<file path="src/rtl/dutmem_pkg.sv">
// Shared definitions for the memory request controller: FSM encoding and
// the response FIFO depth legality check.
package dutmem_pkg;

    typedef enum logic {
        ST_RUN  = 1'b0,
        ST_FILL = 1'b1
    } state_e;

    localparam int RSP_DEPTH_MIN = 2;
    localparam int RSP_DEPTH_MAX = 16;

    // Response FIFO depth must be a power of two so pointers wrap for free.
    function automatic bit rsp_depth_ok(input int d);
        return (d >= RSP_DEPTH_MIN) && (d <= RSP_DEPTH_MAX) && ((d & (d - 1)) == 0);
    endfunction

endpackage

</file>
<file path="src/rtl/dutmem_master_if.sv">
// Request, response, fill-control and memory-port signals of dutmem_master.
// The master modport is the controller's view; slave is the surrounding logic.
interface dutmem_master_if #(
    parameter int DWIDTH = 32,
    parameter int AWIDTH = 10
) ();
    logic              req_valid;
    logic              req_ready;
    logic              req_we;
    logic [AWIDTH-1:0] req_addr;
    logic [DWIDTH-1:0] req_wdata;
    logic              rsp_valid;
    logic              rsp_ready;
    logic [DWIDTH-1:0] rsp_rdata;
    logic              fill_start;
    logic              busy;
    logic              fill_done;
    logic              mem_ce;
    logic              mem_we;
    logic [AWIDTH-1:0] mem_addr;
    logic [DWIDTH-1:0] mem_din;
    logic [DWIDTH-1:0] mem_dout;

    modport master (
        input  req_valid, req_we, req_addr, req_wdata, rsp_ready, fill_start, mem_dout,
        output req_ready, rsp_valid, rsp_rdata, busy, fill_done,
               mem_ce, mem_we, mem_addr, mem_din
    );

    modport slave (
        output req_valid, req_we, req_addr, req_wdata, rsp_ready, fill_start, mem_dout,
        input  req_ready, rsp_valid, rsp_rdata, busy, fill_done,
               mem_ce, mem_we, mem_addr, mem_din
    );
endinterface

</file>
<file path="src/rtl/dutmem_rsp_fifo.sv">
// Read-response FIFO: DWIDTH x DEPTH, same-cycle push/pop, exposes occupancy
// so the controller can issue read credits.
module dutmem_rsp_fifo #(
    parameter int DWIDTH = 32,
    parameter int DEPTH  = 4
) (
    input  logic                     clk,
    input  logic                     rstn,
    input  logic                     push,
    input  logic [DWIDTH-1:0]        din,
    input  logic                     pop,
    output logic [DWIDTH-1:0]        dout,
    output logic                     empty,
    output logic [$clog2(DEPTH):0]   occ
);
    localparam int PW = $clog2(DEPTH);

    logic [PW-1:0]     wr_ptr_q, wr_ptr_d, rd_ptr_q, rd_ptr_d;
    logic [PW:0]       occ_q, occ_d;
    logic              do_push, do_pop;
    logic [DWIDTH-1:0] data_q [DEPTH];

    // Pointer and occupancy update; pointers wrap naturally at a power-of-two depth.
    always_comb begin
        do_push  = push && (occ_q != (PW+1)'(DEPTH));
        do_pop   = pop && (occ_q != '0);
        wr_ptr_d = do_push ? wr_ptr_q + PW'(1) : wr_ptr_q;
        rd_ptr_d = do_pop  ? rd_ptr_q + PW'(1) : rd_ptr_q;
        occ_d    = occ_q;
        if (do_push && !do_pop)      occ_d = occ_q + (PW+1)'(1);
        else if (!do_push && do_pop) occ_d = occ_q - (PW+1)'(1);
    end

    // Control state, cleared by reset.
    always_ff @(posedge clk or negedge rstn) begin
        if (!rstn) begin
            wr_ptr_q <= '0;
            rd_ptr_q <= '0;
            occ_q    <= '0;
        end else begin
            wr_ptr_q <= wr_ptr_d;
            rd_ptr_q <= rd_ptr_d;
            occ_q    <= occ_d;
        end
    end

    // Storage is data only; it needs no reset.
    always_ff @(posedge clk) begin
        if (do_push) data_q[wr_ptr_q] <= din;
    end

    assign dout  = data_q[rd_ptr_q];
    assign empty = (occ_q == '0);
    assign occ   = occ_q;

    // The credit scheme upstream must never push into a full FIFO.
    a_no_overflow: assert property (@(posedge clk) disable iff (!rstn)
        !(push && (occ_q == (PW+1)'(DEPTH))));

endmodule

</file>
<file path="src/rtl/dutmem_master.sv">
// Request-side controller for a single-port ce/we memory with 1-cycle read
// latency. Issues reads only when a response slot is guaranteed, and runs a
// fill engine that writes FILL_VAL to every address.
module dutmem_master
    import dutmem_pkg::*;
#(
    parameter int              DWIDTH    = 32,
    parameter int              AWIDTH    = 10,
    parameter int              RSP_DEPTH = 4,
    parameter logic [DWIDTH-1:0] FILL_VAL = '0
) (
    input logic              clk,
    input logic              rstn,
    dutmem_master_if.master  bus
);
    localparam int PW = $clog2(RSP_DEPTH);

    if (!rsp_depth_ok(RSP_DEPTH)) begin : g_bad_rsp_depth
        $error("dutmem_master: RSP_DEPTH must be a power of two in 2..16");
    end

    state_e            state_q, state_d;
    logic [AWIDTH-1:0] fill_cnt_q, fill_cnt_d;
    logic              rd_pend_q, rd_pend_d;
    logic              fill_done_q, fill_done_d;
    logic              ready_en_q, ready_en_d;

    logic [PW:0]       occ;
    logic [PW+1:0]     used;
    logic              fifo_empty, accept, pop;
    logic [DWIDTH-1:0] fifo_dout;

    // Credits: FIFO entries plus a read in flight must leave room. Only
    // registered terms count, so a pop this cycle frees nothing until next.
    always_comb begin
        used          = {1'b0, occ} + {{(PW+1){1'b0}}, rd_pend_q};
        bus.req_ready = ready_en_q && (state_q == ST_RUN) && (used < (PW+2)'(RSP_DEPTH));
        accept        = bus.req_valid && bus.req_ready;
        bus.rsp_valid = !fifo_empty;
        bus.rsp_rdata = fifo_dout;
        pop           = bus.rsp_valid && bus.rsp_ready;
        bus.busy      = (state_q == ST_FILL);
        bus.fill_done = fill_done_q;
    end

    // Next state plus memory drive: bus requests in RUN, fill writes in FILL.
    always_comb begin
        state_d      = state_q;
        fill_cnt_d   = fill_cnt_q;
        fill_done_d  = 1'b0;
        ready_en_d   = 1'b1;
        rd_pend_d    = accept && !bus.req_we;
        bus.mem_ce   = accept;
        bus.mem_we   = accept && bus.req_we;
        bus.mem_addr = bus.req_addr;
        bus.mem_din  = bus.req_wdata;
        case (state_q)
            ST_RUN: begin
                if (bus.fill_start) state_d = ST_FILL;
            end
            ST_FILL: begin
                bus.mem_ce   = 1'b1;
                bus.mem_we   = 1'b1;
                bus.mem_addr = fill_cnt_q;
                bus.mem_din  = FILL_VAL;
                fill_cnt_d   = fill_cnt_q + AWIDTH'(1);
                if (fill_cnt_q == '1) begin
                    state_d     = ST_RUN;
                    fill_cnt_d  = '0;
                    fill_done_d = 1'b1;
                end
            end
            default: state_d = ST_RUN;
        endcase
    end

    // Controller state; reset drops any fill or read in flight.
    always_ff @(posedge clk or negedge rstn) begin
        if (!rstn) begin
            state_q     <= ST_RUN;
            fill_cnt_q  <= '0;
            rd_pend_q   <= 1'b0;
            fill_done_q <= 1'b0;
            ready_en_q  <= 1'b0;
        end else begin
            state_q     <= state_d;
            fill_cnt_q  <= fill_cnt_d;
            rd_pend_q   <= rd_pend_d;
            fill_done_q <= fill_done_d;
            ready_en_q  <= ready_en_d;
        end
    end

    // Read data is valid the cycle after the strobe; capture it then.
    dutmem_rsp_fifo #(
        .DWIDTH (DWIDTH),
        .DEPTH  (RSP_DEPTH)
    ) u_rsp_fifo (
        .clk   (clk),
        .rstn  (rstn),
        .push  (rd_pend_q),
        .din   (bus.mem_dout),
        .pop   (pop),
        .dout  (fifo_dout),
        .empty (fifo_empty),
        .occ   (occ)
    );

endmodule

</file>
<file path="src/flat_wrapper.sv">
// flat-port wrapper written by rule: the top's interface ports become plain ports
module dutmem_master_flat import dutmem_pkg::*;
#(
    parameter int              DWIDTH    = 32,
    parameter int              AWIDTH    = 10,
    parameter int              RSP_DEPTH = 4,
    parameter logic [DWIDTH-1:0] FILL_VAL = '0
)
  (clk, rstn, bus_req_valid, bus_req_we, bus_req_addr, bus_req_wdata, bus_rsp_ready, bus_fill_start, bus_mem_dout, bus_req_ready, bus_rsp_valid, bus_rsp_rdata, bus_busy, bus_fill_done, bus_mem_ce, bus_mem_we, bus_mem_addr, bus_mem_din);
  dutmem_master_if #(.DWIDTH(DWIDTH), .AWIDTH(AWIDTH)) bus_i ();
  input logic clk;
  input logic rstn;
  input wire logic [$bits(bus_i.req_valid)-1:0] bus_req_valid;
  input wire logic [$bits(bus_i.req_we)-1:0] bus_req_we;
  input wire logic [$bits(bus_i.req_addr)-1:0] bus_req_addr;
  input wire logic [$bits(bus_i.req_wdata)-1:0] bus_req_wdata;
  input wire logic [$bits(bus_i.rsp_ready)-1:0] bus_rsp_ready;
  input wire logic [$bits(bus_i.fill_start)-1:0] bus_fill_start;
  input wire logic [$bits(bus_i.mem_dout)-1:0] bus_mem_dout;
  output wire logic [$bits(bus_i.req_ready)-1:0] bus_req_ready;
  output wire logic [$bits(bus_i.rsp_valid)-1:0] bus_rsp_valid;
  output wire logic [$bits(bus_i.rsp_rdata)-1:0] bus_rsp_rdata;
  output wire logic [$bits(bus_i.busy)-1:0] bus_busy;
  output wire logic [$bits(bus_i.fill_done)-1:0] bus_fill_done;
  output wire logic [$bits(bus_i.mem_ce)-1:0] bus_mem_ce;
  output wire logic [$bits(bus_i.mem_we)-1:0] bus_mem_we;
  output wire logic [$bits(bus_i.mem_addr)-1:0] bus_mem_addr;
  output wire logic [$bits(bus_i.mem_din)-1:0] bus_mem_din;
  assign bus_i.req_valid = bus_req_valid;
  assign bus_i.req_we = bus_req_we;
  assign bus_i.req_addr = bus_req_addr;
  assign bus_i.req_wdata = bus_req_wdata;
  assign bus_i.rsp_ready = bus_rsp_ready;
  assign bus_i.fill_start = bus_fill_start;
  assign bus_i.mem_dout = bus_mem_dout;
  assign bus_req_ready = bus_i.req_ready;
  assign bus_rsp_valid = bus_i.rsp_valid;
  assign bus_rsp_rdata = bus_i.rsp_rdata;
  assign bus_busy = bus_i.busy;
  assign bus_fill_done = bus_i.fill_done;
  assign bus_mem_ce = bus_i.mem_ce;
  assign bus_mem_we = bus_i.mem_we;
  assign bus_mem_addr = bus_i.mem_addr;
  assign bus_mem_din = bus_i.mem_din;
  dutmem_master #(.DWIDTH(DWIDTH), .AWIDTH(AWIDTH), .RSP_DEPTH(RSP_DEPTH), .FILL_VAL(FILL_VAL)) u_core (.clk(clk), .rstn(rstn), .bus(bus_i));
endmodule
</file>
<file path="config.mk">
export PLATFORM = sky130hd
export DESIGN_NAME = dutmem_master_flat
export DESIGN_NICKNAME = d
export VERILOG_FILES = /design/src/rtl/dutmem_pkg.sv /design/src/rtl/dutmem_master_if.sv /design/src/rtl/dutmem_rsp_fifo.sv /design/src/rtl/dutmem_master.sv /design/src/flat_wrapper.sv
export SDC_FILE = /design/constraint.sdc
export NUM_CORES = 1
export LEC_CHECK = 0
export ABC_AREA = 1
export CELL_PAD_IN_SITES_DETAIL_PLACEMENT = 0
export CELL_PAD_IN_SITES_GLOBAL_PLACEMENT = 1
export CORE_MARGIN = 1
export CORE_UTILIZATION = 30
export CTS_BUF_LIST = sky130_fd_sc_hd__clkbuf_4 sky130_fd_sc_hd__clkbuf_8
export CTS_CLUSTER_SIZE = 25
export DETAILED_ROUTE_END_ITERATION = 8
export GPL_ROUTABILITY_DRIVEN = 1
export PLACE_DENSITY = 0.73
export REMOVE_ABC_BUFFERS = 1
export SYNTH_ARGS = -nofsm -noshare
export SYNTH_HDL_FRONTEND = slang
export SYNTH_SLANG_ARGS = --single-unit
</file>
<file path="constraint.sdc">
create_clock -name clk -period 3.56 [get_ports clk]
set_input_delay 0.534 -clock clk [delete_from_list [all_inputs] [get_ports clk]]
set_output_delay 0.534 -clock clk [all_outputs]
set_load 0.01 [all_outputs]
</file>
==> out/metrics.yaml, run 1 <==
run_status:
  status: "completed"
clocking:
  cts_setup_buffers: 0
  clkLatencyLatePin_ns: 0.44
  cts_buffer_depth: 2
  path_clk_slew_ns: 0.08
  tritoncts: "yes"
  clockRootBuffer: "clkbuf_8"
  cts_made_buffers: 17
  cts.sinks: 149
  cts_hold_buf: 0
  htree_levels: 4
  ctsResizeCount: 0
sta:
  period_needed_ns: 3.265
  setup_viol: 0
  worstMarginPinSlew_ns: 1.077
  setup_tns_ns: 0
  skew_ns: 0.01119
  slew_violations: 0
  rsz0062_at_grt: "no"
  max_freq_mhz: 306.3
  hold_viol: 0
  relSlewSlack: 0.2803
  fin_crit_sh: 0.9171
floorplan:
  design.die.area_mm2: 0.02128
  coreArea_mm2: 0.02023
  rows: 52
  die_w_um: 145.9
  start_util: 0.3070
  fp.dieH_um: 145.9
  ioPinCount: 160
final_layout:
  final_util: 0.4183
  nNetsFinal: 779
  fill_cells: 1866
  diodes: 0
  final_common_cell: "clkdlybuf4s50_1"
  layout-area-overhead-vs-synth_pct: 36.28
  final_cell_mix: "clkdlybuf4s50_1, edfxtp_1, nor2_1, inv_1, o21ai_0"
  drive_gt1_frac: 0.07092
place:
  gp_congestion: 0.7950
  port_buffers: 159
  dp_hpwl_um: 9737
routing:
  ant_nets: 0
  wl_per_cell_um: 15.45
  avgViaCountPerCell: 4.547
  route.detailed.drc: 0
  firstDrtPassIters: 6
  wl_um: 15070
  vias: 4433
  drt_iter0_drc: 204
synthesis:
  syn-mean-instance-area_um2: 11.65
  synth-edff-count: 128
  yosysWarnings: 0
  synth_area_leaders: "edfxtp_1, dfrtp_1, nor2_1"
  ys_seq_area_frac: 0.7035
  synth.top_cell.area_share: 0.6189
  async_reset_ff_frac: 0.1409
  synth_top_area_cell: "edfxtp_1"
  synth_area_mm2: 0.006211
  synth-main-ff-cell: "edfxtp_1"
  synth_cell_types: 28
  ys_ff_latch: 149
  synth_cells: 533
grt:
  overflow: 0
  grtUsageTotal: 0.1465
  grt_antenna_before_repair: 0
  grt_pass1_vias: 4559
  grt_max_degree: 66
  grt_pass1_wl_um: 23740
critical_path:
  r2r_start: "u_core.u_rsp_fifo.occ[0]$_DFFE_PN0P_"
  crit_start: "u_core.u_rsp_fifo.rd_ptr_q[1]$_DFFE_PN0P_"
  worstPathRequired_ns: 3.03
  startpoint_type: "flop"
  crit_buf_inv: 2
  worst-endpoint-arrival_ns: 2.73
  critPathMaxStageDelay_ns: 0.63
  worst-path-max-fanout: 32
  crit_slowest_cell: "dfrtp_1"
  path_cells: "inv_2 > o21ai_0 > o22ai_1 > clkdlybuf4s50_1"
  cpLargestDelayFamily: "buffers and inverters"
  end_kind: "output port"
  path_class: "flop to output port"
power:
  seqPwrFrac: 0.403
  finalPower_w: 0.004925
  ir_worst_vdd_uv: 212.2
  p_switching_w: 0.001569
  p_comb_frac: 0.339
  power.leakage_nw: 3.066
  swShare: 0.3186
  power_density_mw_per_mm2: 581.9
  clock_power_share: 0.258
  power.internal_w: 0.003356
hold_path:
  min_from: "u_core.fill_cnt_q[8]$_DFFE_PN0P_"
  hp-class: "flop to flop"
run:
  maxCapViolations: 0
logic make-up after synthesis:
logic type / count (synthesis) / share of synthesized area
flip-flops: 149 / 0.7035
adder cells (fa/ha/maj): 7 / 0.01531
other: 1 / 0.0006038
buffers and inverters: 85 / 0.06124
AND/OR/NAND/NOR: 171 / 0.1106
XOR/XNOR: 8 / 0.01128
AO/OA/AOI/OAI: 112 / 0.09750
state kept, by name, indices dropped and copies added, names as in the netlist:
| name | cells |
|---|---|
| u_core.u_rsp_fifo.wr_ptr_q | 2 |
| u_core.u_rsp_fifo.rd_ptr_q | 2 |
| u_core.rd_pend_q | 1 |
| u_core.bus.fill_done | 1 |
| u_core.ready_en_q | 1 |
| u_core.u_rsp_fifo.occ | 3 |
| u_core.u_rsp_fifo.data_q | 128 |
| u_core.fill_cnt_q | 10 |
| u_core.bus.busy | 1 |
through the flow:
stage	instance area, um^2	hold slack, ns	worst slack, ns	cells
2_1_floorplan	6052	0.2384	0.8276	507
3_3_place_gp	8078	0.4923	0.7985	943
3_5_place_dp	8078	0.4941	0.6858	943
4_1_cts	8464	0.5090	0.1779	975
5_1_grt	8464	0.5121	0.07942	975
6_report	8464	0.5088	0.2950	975
synthesized netlist by cell type, types with 2 or more instances:
cell type,n
clkbuf_1,11
nand2_1,41
a21oi_1,5
o21ai_1,20
inv_1,56
xor2_1,7
dfrtp_1,21
nand4_1,4
o21ai_0,53
buf_4,2
buf_6,6
nand3_1,7
inv_2,3
o22ai_1,32
edfxtp_1,128
ha_1,6
nor2_1,114
buf_2,7
path summary, 6_finish.rpt:
check                                                            end  slack (ns)  cells after the start
max                                                bus_rsp_rdata[29]        0.29                      4
max reg2reg                     u_core.u_rsp_fifo.occ[2]$_DFFE_PN0P_        1.32                     10
min in group asynchronous                 u_core.rd_pend_q$_DFF_PN0_        0.63                      1
min reg2reg                         u_core.fill_cnt_q[8]$_DFFE_PN0P_        0.51                      1
max in group asynchronous  u_core.u_rsp_fifo.rd_ptr_q[0]$_DFFE_PN0P_        2.25                      1
min                                 u_core.fill_cnt_q[8]$_DFFE_PN0P_        0.51                      1
worst register-to-register path: cells and delay by family (launching register included):
| family | cells | cell delay [ns] |
|---|---|---|
| compound gates | 2 | 0.25 |
| xor+xnor | 1 | 0.15 |
| fa+ha+maj | 2 | 0.55 |
| buf+inv | 3 | 0.37 |
| flops | 1 | 0.44 |
| simple gates | 2 | 0.36 |
power groups by stage:
| stage | Clock (W) | Sequential [W] | Combinational, W |
|---|---|---|---|
| floorplan | 0 | 0.00207 | 0.000702 |
| global placement | 0 | 0.00202 | 0.00167 |
| detailed placement | 0 | 0.00203 | 0.00170 |
| CTS | 0.00130 | 0.00199 | 0.00170 |
| global route | 0.00137 | 0.00199 | 0.00184 |
| finish | 0.00127 | 0.00198 | 0.00167 |
metal layers:
metal	GRT usage	part of all wire	vias to the layer above
li1	-	-	2149
met1	0.1699	0.42	2094
met2	0.2526	0.49	180
met3	0.05361	0.084	10
met4	0.04263	0.0083	0
met5	0	0	-
layout make-up:
| type | count | area (um^2) | area share |
|---|---|---|---|
| Clock buffer | 20 | 256.5 | 0.03030 |
| Clock inverter | 12 | 130.1 | 0.01537 |
| Inverter | 59 | 221.5 | 0.02616 |
| Multi-Input combinational cell | 299 | 1491 | 0.1762 |
| Sequential cell | 149 | 4370 | 0.5163 |
| Tap cell | 270 | 337.8 | 0.03991 |
| Timing Repair Buffer | 166 | 1657 | 0.1957 |
(Power assumes the default switching activity.)
==> run 2, diff against run 1 <==
- SLEW_MARGIN: default -> 25
==> out/metrics.yaml, run 2 (same netlist as run 1, synthesis figures left out) <==
final_layout:
  diodes: 0
  final_cell_mix: "clkdlybuf4s50_1, edfxtp_1, nor2_1, inv_1, o21ai_0"
  largest_reg_flops: 128
  largest_register: "u_core.u_rsp_fifo.data_q"
  drive_gt1_frac: 0.07365
  final_common_cell: "clkdlybuf4s50_1"
  nNetsFinal: 780
  layout-area-overhead-vs-synth_pct: 38.01
  finalInstanceArea_mm2: 0.008572
sta:
  hold_viol: 0
  relSlewSlack: 0.5112
  final.setup.worst_slack_ns: 0.3013
  rsz0062_at_grt: "no"
  skew_ns: 0.01186
  setup_tns_ns: 0
  setup_viol: 0
  slew_violations: 0
  worstMarginPinSlew_ns: 0.7322
  fin_crit_sh: 0.9154
  period_needed_ns: 3.259
  max_freq_mhz: 306.9
  hold_slack_ns: 0.04970
routing:
  wl_per_cell_um: 15.46
  vias: 4430
  avgViaCountPerCell: 4.539
  firstDrtPassIters: 6
  route.detailed.drc: 0
  wl_um: 15090
  ant_nets: 0
  drt_iter0_drc: 219
floorplan:
  start_util: 0.3070
  coreArea_mm2: 0.02023
  fp.dieH_um: 145.9
  ioPinCount: 160
  rows: 52
  die_w_um: 145.9
  design.die.area_mm2: 0.02128
clocking:
  cts_setup_buffers: 0
  htree_levels: 4
  cts.sinks: 149
  tritoncts: "yes"
  clkLatencyLatePin_ns: 0.44
  ctsResizeCount: 0
  clockRootBuffer: "clkbuf_8"
  cts_made_buffers: 17
  cts_hold_buf: 0
  cts_buffer_depth: 2
  path_clk_slew_ns: 0.08
power:
  power.leakage_nw: 3.132
  power_density_mw_per_mm2: 604.8
  ir_worst_vdd_uv: 298.7
critical_path:
  worst-endpoint-arrival_ns: 2.72
  path_cells: "inv_2 > o21ai_0 > o22ai_1 > clkdlybuf4s50_1"
  worstPathRequired_ns: 3.03
  crit_buf_inv: 2
  end_kind: "output port"
  startpoint_type: "flop"
  path_class: "flop to output port"
  crit_slowest_cell: "dfrtp_1"
  cpLargestDelayFamily: "buffers and inverters"
  critPathMaxStageDelay_ns: 0.64
  worst-path-max-fanout: 32
grt:
  grtUsageTotal: 0.1490
  grt_pass1_wl_um: 24050
  met2_usage: 0.2555
  grtUsageMet3: 0.05486
  grt_busiest_layer: "met2"
  grt_antenna_before_repair: 0
  grt_max_degree: 66
  grt_pass1_vias: 4621
  overflow: 0
  met1_usage: 0.1726
run_status:
  status: "completed"
place:
  pre_cts_slack_ns: 0.7162
  gp_congestion: 0.7950
  placed_area_mm2: 0.008105
  port_buffers: 159
  dp_hpwl_um: 9943
hold_path:
  hp-class: "input pin to asynchronous set/reset pin"
run:
  maxCapViolations: 0
==> run 2: cell types whose count changed in the layout (fill, tap and decap cells not counted) <==
cell	before	now
clkbuf_4	3	1
buf_2	0	1
buf_16	0	1
bufinv_16	2	6
clkdlybuf4s50_1	159	158
clkinv_2	2	4
clkinvlp_4	4	0
==> run 2: area by class of cell <==
class | instances | area, um^2
fillers | 1862 | 11660
flip-flops and latches | 149 | 4370
repair buffers | 167 | 1679
multi-input cells | 299 | 1491
well taps | 270 | 337.8
clock buffers | 18 | 241.5
clock inverters | 14 | 230.2
inverters | 59 | 221.5
==> run 2: per-layer routing <==
metal,wire (um),part of all wire
met1,6284,0.42
met2,7459,0.49
met3,1199,0.079
met4,148,0.0098
met5,0,0
==> run 2: worst paths after layout <==
check / startpoint / cells after the start / slack [ns] / endpoint
worst min-delay path: rstn / 1 / 0.05 / u_core.rd_pend_q$_DFF_PN0_
min in group clk: u_core.fill_cnt_q[8]$_DFFE_PN0P_ / 1 / 0.50 / u_core.fill_cnt_q[8]$_DFFE_PN0P_
max in group asynchronous: rstn / 1 / 3.15 / u_core.u_rsp_fifo.rd_ptr_q[0]$_DFFE_PN0P_
worst max-delay path: u_core.u_rsp_fifo.rd_ptr_q[1]$_DFFE_PN0P_ / 4 / 0.30 / bus_rsp_rdata[29]
worst min register to register: u_core.fill_cnt_q[8]$_DFFE_PN0P_ / 1 / 0.50 / u_core.fill_cnt_q[8]$_DFFE_PN0P_
worst max register to register: u_core.u_rsp_fifo.occ[0]$_DFFE_PN0P_ / 10 / 1.34 / u_core.u_rsp_fifo.occ[2]$_DFFE_PN0P_
==> run 2: metrics by stage <==
stage | std cells | util | total power (W)
after detailed placement | 944 | 0.4006 | 0.003723
after CTS | 976 | 0.4239 | 0.005254
final | 976 | 0.4236 | 0.005184
after global routing | 976 | 0.4236 | 0.005468
after floorplan | 507 | - | 0.002773
after global placement | 943 | 0.3992 | 0.003689
==> run 2: power by group <==
group | internal (W) | total, W | switching [W]
combinational | 0.000786 | 0.00167 | 0.000886
clock | 0.000911 | 0.00153 | 0.000616
sequential | 0.00192 | 0.00199 | 0.0000616
total | 0.00362 | 0.00518 | 0.00156
==> run 2: worst register-to-register path, cell delays in order (launching register included) <==
cell	delay, ns
dfrtp_1	0.44
inv_1	0.08
nand3_1	0.07
nand2_1	0.28
inv_1	0.22
ha_1	0.16
inv_1	0.07
fa_1	0.38
a21oi_1	0.14
o21ai_0	0.11
xor2_1	0.15
==> run 3, diff against run 2 <==
- SKIP_CTS_REPAIR_TIMING: default -> 1
==> results of run 3 <==
Final layout, timing and power as in run 2 (identical DEF).
